**src/rtl/mn_matrix_vec_mult.sv**
```systemverilog
// Row-by-row matrix-vector MAC: y = A*x or A'*x, reading A from mn_matrix and x from a local buffer.
// Latency: CHECK 1 cycle, then C+1 cycles per row (C fetch + 1 drain) before each result is offered.
// Backpressure: a result is held on o_y_data/o_y_index with o_out_valid until i_out_ready; no reads meanwhile.
module mn_matrix_vec_mult #(
  parameter int DATA_W    = 32,
  parameter int VEC_DEPTH = 16,
  parameter int ACC_W     = 72
) (
  input  logic                     i_clk,
  input  logic                     i_reset,
  input  logic                     i_vec_we,
  input  logic [$clog2(VEC_DEPTH)-1:0] i_vec_addr,
  input  logic signed [DATA_W-1:0] i_vec_data,
  input  logic                     i_start,
  input  logic [31:0]              i_m_dim,
  input  logic [31:0]              i_n_dim,
  input  logic                     i_transpose,
  output logic                     o_mat_read,
  output logic [31:0]              o_mat_m_addr,
  output logic [31:0]              o_mat_n_addr,
  output logic                     o_mat_transpose,
  input  logic signed [DATA_W-1:0] i_mat_data,
  output logic                     o_out_valid,
  input  logic                     i_out_ready,
  output logic [31:0]              o_y_index,
  output logic [DATA_W-1:0]        o_y_data,
  output logic                     o_busy,
  output logic                     o_done,
  output logic                     o_err
);

  localparam int VEC_AW = $clog2(VEC_DEPTH);
  localparam int CW     = VEC_AW + 1;
  localparam logic [31:0] DEPTH_W = 32'(VEC_DEPTH);
  localparam logic signed [ACC_W-1:0] SAT_MAX = {{(ACC_W-DATA_W+1){1'b0}}, {(DATA_W-1){1'b1}}};
  localparam logic signed [ACC_W-1:0] SAT_MIN = {{(ACC_W-DATA_W+1){1'b1}}, {(DATA_W-1){1'b0}}};

  typedef enum logic [2:0] {S_IDLE, S_CHECK, S_FETCH, S_DRAIN, S_OUT, S_FIN} state_t;

  state_t                   r_state;
  state_t                   w_state_nxt;
  logic [31:0]              r_m_dim;
  logic [31:0]              r_n_dim;
  logic                     r_transpose;
  logic                     r_err;
  logic [31:0]              r_r;
  logic [CW-1:0]            r_c;
  logic [VEC_AW-1:0]        r_c_prev;
  logic                     r_prod_vld;
  logic signed [ACC_W-1:0]  r_acc;
  logic [31:0]              r_m_hold;
  logic [31:0]              r_n_hold;
  logic signed [DATA_W-1:0] r_vec [VEC_DEPTH];

  logic [31:0]              w_rows;
  logic [31:0]              w_cols;
  logic                     w_dim_bad;
  logic [31:0]              w_c_ext;
  logic                     w_last_col;
  logic                     w_accept;
  logic [31:0]              w_r_nxt;
  logic signed [2*DATA_W-1:0] w_prod;
  logic signed [ACC_W-1:0]  w_prod_ext;
  logic [DATA_W-1:0]        w_sat;

  // Logical dimensions: transposing swaps the roles of the stored rows and columns.
  assign w_rows     = r_transpose ? r_n_dim : r_m_dim;
  assign w_cols     = r_transpose ? r_m_dim : r_n_dim;
  assign w_dim_bad  = (w_rows == 32'd0) || (w_cols == 32'd0) || (w_cols > DEPTH_W);
  assign w_c_ext    = {{(32-CW){1'b0}}, r_c};
  assign w_last_col = (w_c_ext == (w_cols - 32'd1));
  assign w_accept   = (r_state == S_OUT) && i_out_ready;
  assign w_r_nxt    = r_r + 32'd1;
  assign w_prod     = i_mat_data * r_vec[r_c_prev];
  assign w_prod_ext = {{(ACC_W-2*DATA_W){w_prod[2*DATA_W-1]}}, w_prod};

  // Clamp the wide accumulator into the signed output range.
  always_comb begin
    w_sat = r_acc[DATA_W-1:0];
    if (r_acc > SAT_MAX) begin
      w_sat = SAT_MAX[DATA_W-1:0];
    end else if (r_acc < SAT_MIN) begin
      w_sat = SAT_MIN[DATA_W-1:0];
    end
  end

  // State register.
  always_ff @(posedge i_clk or posedge i_reset) begin
    if (i_reset) begin
      r_state <= S_IDLE;
    end else begin
      r_state <= w_state_nxt;
    end
  end

  // Next-state logic.
  always_comb begin
    w_state_nxt = r_state;
    case (r_state)
      S_IDLE:  if (i_start) w_state_nxt = S_CHECK;
      S_CHECK: w_state_nxt = w_dim_bad ? S_FIN : S_FETCH;
      S_FETCH: if (w_last_col) w_state_nxt = S_DRAIN;
      S_DRAIN: w_state_nxt = S_OUT;
      S_OUT:   if (i_out_ready) w_state_nxt = (w_r_nxt == w_rows) ? S_FIN : S_FETCH;
      S_FIN:   w_state_nxt = S_IDLE;
      default: w_state_nxt = S_IDLE;
    endcase
  end

  // Outputs decoded from state; addresses hold their last fetched value outside FETCH.
  always_comb begin
    o_mat_read      = (r_state == S_FETCH);
    o_mat_m_addr    = (r_state == S_FETCH) ? r_r : r_m_hold;
    o_mat_n_addr    = (r_state == S_FETCH) ? w_c_ext : r_n_hold;
    o_mat_transpose = r_transpose;
    o_out_valid     = (r_state == S_OUT);
    o_y_index       = (r_state == S_OUT) ? r_r : 32'd0;
    o_y_data        = (r_state == S_OUT) ? w_sat : '0;
    o_busy          = (r_state != S_IDLE);
    o_done          = (r_state == S_FIN);
    o_err           = (r_state == S_FIN) && r_err;
  end

  // Job parameters are captured on an accepted start; the dimension verdict in CHECK.
  always_ff @(posedge i_clk or posedge i_reset) begin
    if (i_reset) begin
      r_m_dim     <= 32'd0;
      r_n_dim     <= 32'd0;
      r_transpose <= 1'b0;
      r_err       <= 1'b0;
    end else begin
      if ((r_state == S_IDLE) && i_start) begin
        r_m_dim     <= i_m_dim;
        r_n_dim     <= i_n_dim;
        r_transpose <= i_transpose;
      end
      if (r_state == S_CHECK) begin
        r_err <= w_dim_bad;
      end
    end
  end

  // Row/column counters and the address hold registers.
  always_ff @(posedge i_clk or posedge i_reset) begin
    if (i_reset) begin
      r_r      <= 32'd0;
      r_c      <= '0;
      r_m_hold <= 32'd0;
      r_n_hold <= 32'd0;
    end else begin
      if (r_state == S_CHECK) begin
        r_r <= 32'd0;
        r_c <= '0;
      end else if (r_state == S_FETCH) begin
        r_c      <= r_c + 1'b1;
        r_m_hold <= r_r;
        r_n_hold <= w_c_ext;
      end else if (w_accept) begin
        r_r <= w_r_nxt;
        r_c <= '0;
      end
    end
  end

  // MAC pipeline: matrix data returns one cycle after its address, so pair it with the delayed column.
  always_ff @(posedge i_clk or posedge i_reset) begin
    if (i_reset) begin
      r_c_prev   <= '0;
      r_prod_vld <= 1'b0;
      r_acc      <= '0;
    end else begin
      r_c_prev   <= r_c[VEC_AW-1:0];
      r_prod_vld <= (r_state == S_FETCH);
      if ((r_state == S_CHECK) || w_accept) begin
        r_acc <= '0;
      end else if (r_prod_vld) begin
        r_acc <= r_acc + w_prod_ext;
      end
    end
  end

  // Vector buffer: writable only while idle so a running job sees a frozen vector.
  always_ff @(posedge i_clk or posedge i_reset) begin
    if (i_reset) begin
      for (int i = 0; i < VEC_DEPTH; i++) begin
        r_vec[i] <= '0;
      end
    end else if ((r_state == S_IDLE) && i_vec_we) begin
      r_vec[i_vec_addr] <= i_vec_data;
    end
  end

endmodule

```
**config.mk**
```make
export PLATFORM = sky130hd
export DESIGN_NAME = mn_matrix_vec_mult
export DESIGN_NICKNAME = d
export VERILOG_FILES = /design/src/rtl/mn_matrix_vec_mult.sv
export SDC_FILE = /design/constraint.sdc
export NUM_CORES = 2
export LEC_CHECK = 0
export ABC_AREA = 1
export CORE_MARGIN = 2
export CORE_UTILIZATION = 50
export DETAILED_ROUTE_END_ITERATION = 6
export PLACE_DENSITY = 0.73
export SLEW_MARGIN = 10
export SYNTH_ARGS = -nofsm -noshare
export SYNTH_HDL_FRONTEND = slang
export SYNTH_SLANG_ARGS = --single-unit
```
**constraint.sdc**
```tcl
create_clock -name i_clk -period 29.4 [get_ports i_clk]
set_clock_uncertainty 0.05 [all_clocks]
set_input_delay 5.88 -clock i_clk [delete_from_list [all_inputs] [get_ports i_clk]]
set_output_delay 5.88 -clock i_clk [all_outputs]
set_load 0.1 [all_outputs]
```
[Yosys cells after proc, flatten, opt, wreduce, memory -nomap -nowiden]
Index checks and enable logic that the tools add are counted.
Word-level totals
  output and inout bits: 134
  memories: 0
  input port bits: 138
  RAM bits: 0
  bits in latches: 0
  ROM bits: 0
  register bits: 759
  word-level logic and storage cells: 97
Operators by class
  magnitude comparators: 6
  bitwise logic cells: 2
  eq/ne operators: 11
  shift operators: 0
  reduce and logical (&&, ||, !) cells: 17
  $add $sub $neg: 4
  multipliers: 1
  divide/modulo/power cells: 0
  mux-type cells: 28
Operators with widths (count)
  bitwise mux 512 bit: 1
  2-to-1 mux 32 bit: 14
  2-to-1 mux 72 bit: 2
  binary-select mux 32 bit (select 4 bit): 1
  demux 32 bit (select 4 bit): 1
  adder 72 x 64 -> 72 bit: 1
  > comparator 72 x 32 -> 1 bit (second input constant): 1
  less-than comparator 72 x 32 -> 1 bit (second input constant): 1
  zero test 32 bit: 2
  multiplier 32 x 32 -> 64 bit: 1
  adder 32 x 1 -> 32 bit (second input constant): 1
  == test 32 bit: 1
  == test 5 x 32 -> 1 bit: 1
  > comparator 32 x 5 -> 1 bit (second input constant): 1
  subtractor 32 x 1 -> 32 bit (second input constant): 1
  2-to-1 mux 3 bit: 5
  2-to-1 mux 5 bit: 3
  case mux 3 bit (5 select lines): 1
  greater-or-equal comparator 5 bit (second input constant): 2
  inverter 4 -> 5 bit: 2
  == test 3 x 2 -> 1 bit (second input constant): 2
  == test 3 bit (second input constant): 2
  inequality test 2 x 1 -> 1 bit (second input constant): 3
  nonzero test 3 bit: 2
  10 further kinds: 17

[Depth between registers and ports, before layout]
  depth after elaboration: 8
  mapped depth: 43
  gate-level depth less buffers: 40

[Worst setup path before layout]
No wires, ideal clock.
  path kind: input port to flip-flop
  from: input port i_mat_data[31]
  to: register r_acc[56]
  slack: 15878 ps
  data arrival time: 13349 ps
  setup time: 123 ps
  data required time: 29227 ps
  stages on the path: 31
  cell sequence: inv_2 nor2_1 inv_1 fa_1 fa_1 inv_1 fa_1 inv_1 fa_1 inv_1 fa_1 fa_1 fa_1 inv_1 fa_1 inv_1 ha_1 nand2_1 nor2_1 inv_1 nor2_1 and3_1 nand3_1 nand3_1 nand2_1 nand2_1 nand2_1 nand2_1 a21oi_1 o21ai_0 nand2_1
Between the ends
  word-level cells in the longest chain between the ends: 4
RTL lines
  from (decl): line 22  | input logic signed [DATA_W-1:0] i_mat_data,
  multiplier 32 x 32 -> 64 bit: line 74  | assign w_prod = i_mat_data * r_vec[r_c_prev];
  adder 72 x 64 -> 72 bit: line 177  | r_acc <= r_acc + w_prod_ext;
  2-to-1 mux 72 bit: line 176  | end else if (r_prod_vld) begin
  2-to-1 mux 72 bit: line 174  | if ((r_state == S_CHECK) || w_accept) begin
  to (signal assigned): line 177
  to (decl): line 50  | logic signed [ACC_W-1:0] r_acc;
Every way passes these cells. The select of a mux whose other input is x is not followed.
A chain may end at the register's enable or synchronous reset.

[Worst setup path after layout]
  from: input port i_mat_data[31]
  to: register r_acc[69]
Same word-level chain as after synthesis.

==> flow_summary.toml <==
[outcome]
status = "completed"

[yosys]
seq_area_frac_synth = 0.2414
synth_top_family_by_area = "adder cells"
synth_edf_count = 0
muxShareOfSynthArea = 0.008029
synth-xor-area-share = 0.004341
synth_top_cell_area_share = 0.3266
yosys-top-cells-count = "2068 x nand2_1, 1878 x inv_1, 1284 x fa_1, 919 x o21ai_0, 814 x nor2_1"
synth_compound_area_frac = 0.1090
syn_avg_cell_area_um2 = 8.267
synth_top_area_cell = "fa_1"
syn_inst = 9519
netlist_area_um2 = 78690
yosysMostFrequentCell = "nand2_1"
yosys-top-cells-area = "fa_1 33%, dfrtp_1 24%, nand2_1 9.9%, inv_1 9.0%, o21ai_0 5.8%"
yosysWarnings = 0
ys_types = 51
ys_dominant_reg_cell = "dfrtp_1"
yosys_register_bits = 759
async_flop_share = 1.000
yosys.area_share.simple = 0.1573
syn_nets = 11179
synthAdderAreaFrac = 0.3645

[timing]
setup-violations-final = 0
rsz0062_at_grt = "false"
fin_tns_setup_ns = 0
fin_crit_sh = 0.4985
worst_slew_pin_slew_ns = 1.229
hold_viol_final = 0
fin_crit_ns = 14.66
slew_violations = 0
slew_headroom = 0.1796
timing.fmax_ghz = 0.06823

[global_route]
grt_usage = 0.3043
overflow = 0
grt_pass1_vias = 66445
grt_pass1_wl_mm = 380.0
grt_max_degree = 146
antenna_found_initial = 2

[setup_path]
cp_max_fo = 28
path_common_cell = "inv_1"
crit_path_start_kind = "input pin"
slowest_stage = "fa_1"
end_kind = "register"
cp.arrival_ns = 15.17
critPathRequiredTime_ns = 29.92
timing_worst_setup_path_type = "input pin to register"
critPathMaxStageDelay_ns = 0.99

[die]
initial_core_util = 0.5038
chipWidth_um = 400.7
ios = 272
dieArea_um2 = 160600
die_h_um = 400.7
fp.coreArea_um2 = 156200
num_rows = 145

[clock_network]
cts_tree = "yes"
clock_sinks = 759
clock_latency_ns = 0.74
h-tree-depth = 3
post_cts_resized = 0
cts_inserted_buffers = 85
post-cts-setup-buffers = 0
cts-root-buf = "clkbuf_16"
clkTransAtPathRegs_ns = 0.06
cts-hold-fix-buffers = 0
clockBufferDepth = 3

[routing]
vias = 64457
routed_wl_mm = 240.2
vias_per_cell = 5.522
wl_per_cell_um = 20.57
dr.pass1.iters = 6
drtAntennaViolNets = 0
drc_errors = 0
drtIter0Drc = 6319

[min_path]
worstHoldPathType = "register to register"

[place]
gp_congestion = 0.9931
dp_hpwl_mm = 183.6
placed_cell_area_um2 = 83170
portBuffers = 271

[cells_and_area]
area_growth_syn_to_layout_pct = 9.397
layout-drive-gt1-share = 0.03308
nets = 11203
design_area_um2 = 86090

[job]
drv_cap = 0
==> area by class of cell <==
class | instances | area (µm²)
Multi-Input combinational cell | 6381 | 50730
Tap cell | 2058 | 2575
Inverter | 1921 | 7218
Sequential cell | 759 | 19010
Clock inverter | 29 | 442.9
Clock buffer | 127 | 2465
Antenna cell | 3 | 7.507
Timing Repair Buffer | 395 | 3643
Fill cell | 14080 | 70120
==> registers in the layout, summed over array words and instances, names as in the netlist <==
signal and cells:
r_vec 512, r_acc 72, r_m_dim 32, r_m_hold 32, r_n_dim 32, r_n_hold 32
r_r 32, r_c 5, r_c_prev 4, r_state 3, o_mat_transpose 1, r_err 1
r_prod_vld 1
==> kinds of logic (layout without fill, tap and decap cells) <==
group | count (synthesis) | after routing
other cells | 0 | 3
mux | 63 | 63
simple gates | 3157 | 3157
compound gates | 1600 | 1600
fa+ha+maj | 1522 | 1522
buf+inv | 2379 | 2472
xor+xnor | 39 | 39
flops | 759 | 759
==> path summary, 6_finish.rpt <==
check | startpoint | cells after the start | slack (ns) | to
setup / recovery | i_mat_data[31] | 31 | 14.74 | r_acc[69]
min in group asynchronous | i_reset | 2 | 5.75 | r_m_hold[31]
hold reg to reg | r_n_hold[4] | 2 | 0.43 | r_n_hold[4]
setup reg to reg | r_c_prev[0] | 36 | 17.32 | r_acc[69]
hold / removal | r_n_hold[4] | 2 | 0.43 | r_n_hold[4]
max in group asynchronous | i_reset | 5 | 20.28 | r_vec[406]
==> metrics by stage <==
step	cells	hold slack (ns)	worst slack, ns	utilization
floorplan	9519	0.3787	2.167	-
detailed placement	11514	0.4052	14.07	0.5325
global placement	11514	0.4006	14.10	0.5325
global route	11672	0.4385	14.18	0.5511
finish	11673	0.4253	14.74	0.5511
CTS	11670	0.4194	14.81	0.5511
==> metal layers <==
metal  global-route usage  part of all wire
met1               0.4177              0.41
met3              0.07170             0.098
met5                    0                 0
met2               0.4714              0.45
met4               0.1142             0.042
==> critical path, delay by kind of cell <==
family                     cells  cell delay (ns)
adders and majority gates      9             5.68
AOI/OAI and AO/OA              3             0.29
buffers and inverters         11             2.06
and+or+nand+nor                8             1.25
==> layout by cell type (no fill, tap or decap), drive strengths merged, types with 124 or more instances in the layout <==
| cell type | netlist | final |
|---|---|---|
| a21oi | 454 | 454 |
| buf | 139 | 124 |
| clkbuf | 319 | 127 |
| clkdlybuf4s50 | 0 | 271 |
| dfrtp | 759 | 759 |
| fa | 1284 | 1284 |
| ha | 238 | 238 |
| inv | 1880 | 1882 |
| nand2 | 2075 | 2075 |
| nand3 | 154 | 154 |
| nor2 | 827 | 827 |
| o21ai | 922 | 922 |
Power is left out: the tool's default activity adds up to more than one toggle a clock period on the data nets, which glitch-free logic cannot reach.
